## config.mk

```make
export PLATFORM = sky130hd
export DESIGN_NAME = fetch_unit_flat
export DESIGN_NICKNAME = d
export VERILOG_FILES = /design/src/rtl/fetch_pkg.sv /design/src/rtl/fetch_unit_if.sv /design/src/rtl/fetch_unit.sv /design/src/flat_wrapper.sv
export SDC_FILE = /design/constraint.sdc
export NUM_CORES = 1
export LEC_CHECK = 0
export CORE_ASPECT_RATIO = 0.7
export CORE_MARGIN = 2
export CORE_UTILIZATION = 44
export CTS_BUF_LIST = sky130_fd_sc_hd__clkbuf_2
export CTS_CLUSTER_DIAMETER = 100
export DETAILED_ROUTE_END_ITERATION = 10
export PLACE_DENSITY = 0.93
export SETUP_SLACK_MARGIN = 0.3
export SYNTH_ARGS = -nofsm -noshare
export SYNTH_HDL_FRONTEND = slang
export SYNTH_SLANG_ARGS = --single-unit
```

## constraint.sdc

```tcl
create_clock -name clk -period 2.28 [get_ports clk]
set_input_delay 0.456 -clock clk [delete_from_list [all_inputs] [get_ports clk]]
set_output_delay 0.456 -clock clk [all_outputs]
set_load 0.02 [all_outputs]
```

## src/rtl/fetch_pkg.sv

```systemverilog
// Shared definitions for the bitty core fetch stage: default widths and FSM state type.
package fetch_pkg;

  localparam int unsigned ADDR_W  = 8;
  localparam int unsigned INSTR_W = 16;
  localparam int unsigned CNT_W   = 16;

  typedef enum logic [2:0] {
    IDLE,
    REQ,
    WAIT,
    EXEC,
    LOAD
  } fetch_state_e;

endpackage

```

## src/rtl/fetch_unit_if.sv

```systemverilog
// Instruction-memory read port between the fetch stage (master) and memory (slave).
interface fetch_unit_if #(
  parameter int unsigned ADDR_W  = fetch_pkg::ADDR_W,
  parameter int unsigned INSTR_W = fetch_pkg::INSTR_W
);

  logic               mem_req;
  logic [ADDR_W-1:0]  mem_addr;
  logic               mem_rvalid;
  logic [INSTR_W-1:0] mem_rdata;

  modport master (
    output mem_req,
    output mem_addr,
    input  mem_rvalid,
    input  mem_rdata
  );

  modport slave (
    input  mem_req,
    input  mem_addr,
    output mem_rvalid,
    output mem_rdata
  );

endinterface

```

## src/rtl/fetch_unit.sv

```systemverilog
// Instruction fetch and sequencing stage: fetches the word at the PC, holds it until the
// core completes it, then loads the next PC from the branch stage.
module fetch_unit #(
  parameter int unsigned ADDR_W  = fetch_pkg::ADDR_W,
  parameter int unsigned INSTR_W = fetch_pkg::INSTR_W,
  parameter int unsigned CNT_W   = fetch_pkg::CNT_W
) (
  input  logic               clk,
  input  logic               reset,
  input  logic               run,
  fetch_unit_if.master       mem,
  output logic               instr_valid,
  output logic [INSTR_W-1:0] instruction,
  output logic [ADDR_W-1:0]  pc_address,
  input  logic               core_done,
  input  logic [ADDR_W-1:0]  new_pc,
  output logic               busy,
  output logic [CNT_W-1:0]   retired
);

  import fetch_pkg::*;

  fetch_state_e state_q, state_d;

  always_ff @(posedge clk or negedge reset) begin
    if (!reset) state_q <= IDLE;
    else        state_q <= state_d;
  end

  // run is only looked at in IDLE and LOAD so an in-flight instruction always completes
  always_comb begin
    state_d = state_q;
    unique case (state_q)
      IDLE:    if (run) state_d = REQ;
      REQ:     state_d = WAIT;
      WAIT:    if (mem.mem_rvalid) state_d = EXEC;
      EXEC:    if (core_done) state_d = LOAD;
      LOAD:    state_d = run ? REQ : IDLE;
      default: state_d = IDLE;
    endcase
  end

  always_ff @(posedge clk or negedge reset) begin
    if (!reset) begin
      pc_address  <= '0;
      instruction <= '0;
      retired     <= '0;
    end else begin
      if (state_q == WAIT && mem.mem_rvalid) instruction <= mem.mem_rdata;
      if (state_q == EXEC && core_done)      retired     <= retired + CNT_W'(1);
      // new_pc is only valid the cycle after core_done, i.e. during LOAD
      if (state_q == LOAD)                   pc_address  <= new_pc;
    end
  end

  assign mem.mem_req  = (state_q == REQ);
  assign mem.mem_addr = pc_address;
  assign instr_valid  = (state_q == EXEC);
  assign busy         = (state_q != IDLE);

endmodule

```

## src/flat_wrapper.sv

```systemverilog
// flat-port wrapper written by rule: the top's interface ports become plain ports
module fetch_unit_flat import fetch_pkg::*;
#(
  parameter int unsigned ADDR_W  = fetch_pkg::ADDR_W,
  parameter int unsigned INSTR_W = fetch_pkg::INSTR_W,
  parameter int unsigned CNT_W   = fetch_pkg::CNT_W
)
  (clk, reset, run, instr_valid, instruction, pc_address, core_done, new_pc, busy, retired, mem_mem_req, mem_mem_addr, mem_mem_rvalid, mem_mem_rdata);
  fetch_unit_if #(.ADDR_W(ADDR_W), .INSTR_W(INSTR_W)) mem_i ();
  input  logic clk;
  input  logic reset;
  input  logic run;
  output logic instr_valid;
  output logic [INSTR_W-1:0] instruction;
  output logic [ADDR_W-1:0] pc_address;
  input  logic core_done;
  input  logic [ADDR_W-1:0] new_pc;
  output logic busy;
  output logic [CNT_W-1:0] retired;
  output wire logic [$bits(mem_i.mem_req)-1:0] mem_mem_req;
  output wire logic [$bits(mem_i.mem_addr)-1:0] mem_mem_addr;
  input wire logic [$bits(mem_i.mem_rvalid)-1:0] mem_mem_rvalid;
  input wire logic [$bits(mem_i.mem_rdata)-1:0] mem_mem_rdata;
  assign mem_mem_req = mem_i.mem_req;
  assign mem_mem_addr = mem_i.mem_addr;
  assign mem_i.mem_rvalid = mem_mem_rvalid;
  assign mem_i.mem_rdata = mem_mem_rdata;
  fetch_unit #(.ADDR_W(ADDR_W), .INSTR_W(INSTR_W), .CNT_W(CNT_W)) u_core (.clk(clk), .reset(reset), .run(run), .mem(mem_i), .instr_valid(instr_valid), .instruction(instruction), .pc_address(pc_address), .core_done(core_done), .new_pc(new_pc), .busy(busy), .retired(retired));
endmodule
```

==> impl_metrics.py <==
metrics = {
    "pwr": {
        "p_leak_nw": 1.66,
        "p_switching_w": 0.00132,
        "vdd.ir_drop.worst_mv": 0.758,
        "power.internal_w": 0.00233,
        "power_frac_comb_pct": 50.9,
        "p_per_area_nw_per_um2": 1250,
        "switching_share_pct": 36.2,
        "power_frac_clock_pct": 14.7,
        "seq_power_share_pct": 34.4,
    },
    "floorplanning": {
        "die_height_um": 58.9,
        "ioPinCount": 80,
        "die-area_um2": 4850,
        "core_um2": 4020,
        "start_util_pct": 47.2,
        "placementRows": 19,
        "die_x_um": 82.4,
    },
    "logic_synthesis": {
        "syn_avg_cell_area_um2": 14.1,
        "ys_ff_latch": 43,
        "netlist_area_um2": 1890,
        "synth_fp_nets": 164,
        "ys_types": 27,
        "synth_top_cell_by_area": "dfrtp_1",
        "synth_warnings": 0,
        "synth_top_cell_area_share_pct": 56.8,
        "synth_area_leaders": "dfrtp_1 57%, mux2_2 8.3%, mux2_4 7.9%",
        "syn_inst": 134,
        "yosysSeqAreaShare_pct": 56.8,
    },
    "critical_path": {
        "endpoint": "busy",
        "reg2reg_from": "u_core.state_q[0]",
        "path_class": "reg -> out",
        "reg2reg_slack_ps": 670,
        "worst_ep_required_time_ps": 1820,
        "crit_fanout": 5,
        "cp-end-kind": "primary output",
        "reg2reg_to": "u_core.retired[9]",
        "rr_worst_depth": 5,
        "crit_start": "u_core.state_q[1]",
        "startpoint_type": "flip-flop",
        "cp.arrival_ps": 1460,
    },
    "detailed_routing": {
        "vias": 1342,
        "via_per_inst": 4.90,
        "routed_wl_um": 4210,
        "drtPass1Iterations": 4,
        "wl_per_cell_um": 15.4,
        "ant_nets": 0,
        "drt_iter0_markers": 50,
        "drc": 0,
    },
    "status": {
        "status": "finished clean",
    },
    "final_layout": {
        "num-nets-final": 251,
        "drive_gt1_share_pct": 26.1,
        "syn_to_final_growth_pct": 54.3,
        "stdcell_count": 274,
        "antenna_cells": 0,
        "fin_util_pct": 72.7,
        "final_cell_area_um2": 2920,
    },
    "place": {
        "gp_congestion": 0.765,
        "dp.cells": 256,
        "place_hpwl_um": 3000,
        "port_buffers": 79,
        "dpl_cell_area_um2": 2690,
    },
    "clocking": {
        "tritoncts": "done",
        "cts-root-buf": "clkbuf_2",
        "clock_latency_ps": 400,
        "cts_sinks": 43,
        "clk_pin_slew_ps": 220,
        "cts-buffers-inserted": 5,
        "cts_max_level": 2,
        "clk_path_buf_depth": 2,
    },
    "global_routing": {
        "grt_max_degree": 24,
        "grt_usage_pct": 17.8,
        "grt_pass1_vias": 1317,
        "grt_pass1_wl_um": 6300,
        "antenna_found_initial": 0,
        "overflow": 0,
    },
    "timing": {
        "finClkSkew_ps": 17.4,
        "worstMarginPinSlew_ps": 529,
        "hold_viol": 0,
        "rsz0062_at_grt": "true",
        "setup_violations": 0,
        "finalWorstPathRequiredPeriod_ps": 1910,
        "fin_crit_sh_pct": 83.9,
        "finalMaxSlewViolations": 0,
        "fmaxAchievable_ghz": 0.523,
        "relSlewSlack_pct": 64.7,
        "finalSetupTns_ps": 0,
    },
    "job": {
        "maxCapViolations": 0,
    },
    "min_path": {
        "hold_class": "reg -> reg",
    },
}
## state kept, by name, indices dropped and copies added, names as in the netlist
register,flops
u_core.state_q,3
u_core.instruction,16
u_core.retired,16
u_core.mem.mem_addr,8
## cell usage in the layout, fill, tap and decap left out, types with 2 or more instances in the layout
cell              n
dlymetal6s2s_1   28
dfrtp_2           3
xor2_1            3
nor3_2            2
clkdlybuf4s50_1  44
mux2_4           10
buf_4             9
dlygate4sd2_1     4
and4_1            3
bufinv_16         2
buf_12            2
dfrtp_1          40
and3_2            2
xnor2_1          12
inv_1             3
clkbuf_2          6
nand3_1           6
buf_2             2
nand2_1          11
mux2_2           14
## power groups by stage
stage	Clock, W	Combinational, W	Sequential, W
floorplan	0	0.000816	0.00154
global route	0.000597	0.00196	0.00129
CTS	0.000552	0.00191	0.00125
detailed placement	0	0.00181	0.00131
global placement	0	0.00177	0.00129
finish	0.000537	0.00186	0.00125
## worst max-delay path, cell delays in order (launching register included)
cell           delay [ps]
dfrtp_2               490
nor2_2                160
nand2_1                80
dlygate4sd2_1         330
## worst min-delay path by stage
stage,cells past startpoint,from,end
floorplan,0,reset,u_core.instruction[0]
global placement,1,reset,u_core.mem.mem_addr[3]
detailed placement,1,reset,u_core.mem.mem_addr[0]
CTS,2,reset,u_core.mem.mem_addr[0]
global route,2,reset,u_core.mem.mem_addr[5]
finish,1,u_core.retired[14],u_core.retired[14]
## cells by family (layout without fill, tap and decap cells)
group | count (synthesis) | in the layout | share of synthesized area, %
buf+inv | 14 | 102 | 5.55
xor+xnor | 15 | 15 | 6.94
flops | 43 | 43 | 56.8
mux | 25 | 25 | 16.8
fa+ha+maj | 1 | 1 | 0.660
simple gates | 35 | 35 | 12.7
compound gates | 1 | 1 | 0.528
## timing repair
item / CTS / global route
gates resized for setup: 11 / 33
setup buffers: 5 / 4
hold buffers: 1 / 0
hold endpoints to repair: 19 / 0
setup endpoints to repair: 7 / 33
## per-layer routing
layer  routed length (um)  GRT usage, %  vias to the layer above
met3                  343          5.67                       10
li1                     -             -                      625
met1                 1760          22.7                      658
met5                    0             0                        -
met4                   70          5.71                        0
met2                 2030          28.8                       49
## Yosys cell counts (all sizes together)
cell and instances:
inv 3, nor3b 1, xor2 3, nor4b 1, xnor2 12, nor2 2, dfrtp 43, a32o 1
buf 11, and4 3, ha 1, and3 3, nand4 1, nand2 11, and2 1, mux2 24
mux2i 1, nand3 6, nor3 4, nand4b 1, or2 1
## stage by stage
stage	worst slack (ps)	hold slack [ps]	power, W
6_report	367	504	0.00365
5_1_grt	235	519	0.00384
4_1_cts	301	517	0.00371
3_5_place_dp	250	457	0.00312
3_3_place_gp	355	455	0.00306
2_1_floorplan	705	160	0.00235
## area by class of cell
cell class	instances	area, um2
Tap cell	52	65.1
Timing Repair Buffer	91	958
Inverter	3	11.3
Clock inverter	3	67.6
Sequential cell	43	1080
Multi-Input combinational cell	77	716
Fill cell	260	1090
Clock buffer	5	25.0
Note: power is estimated with default switching activity, not from simulation.
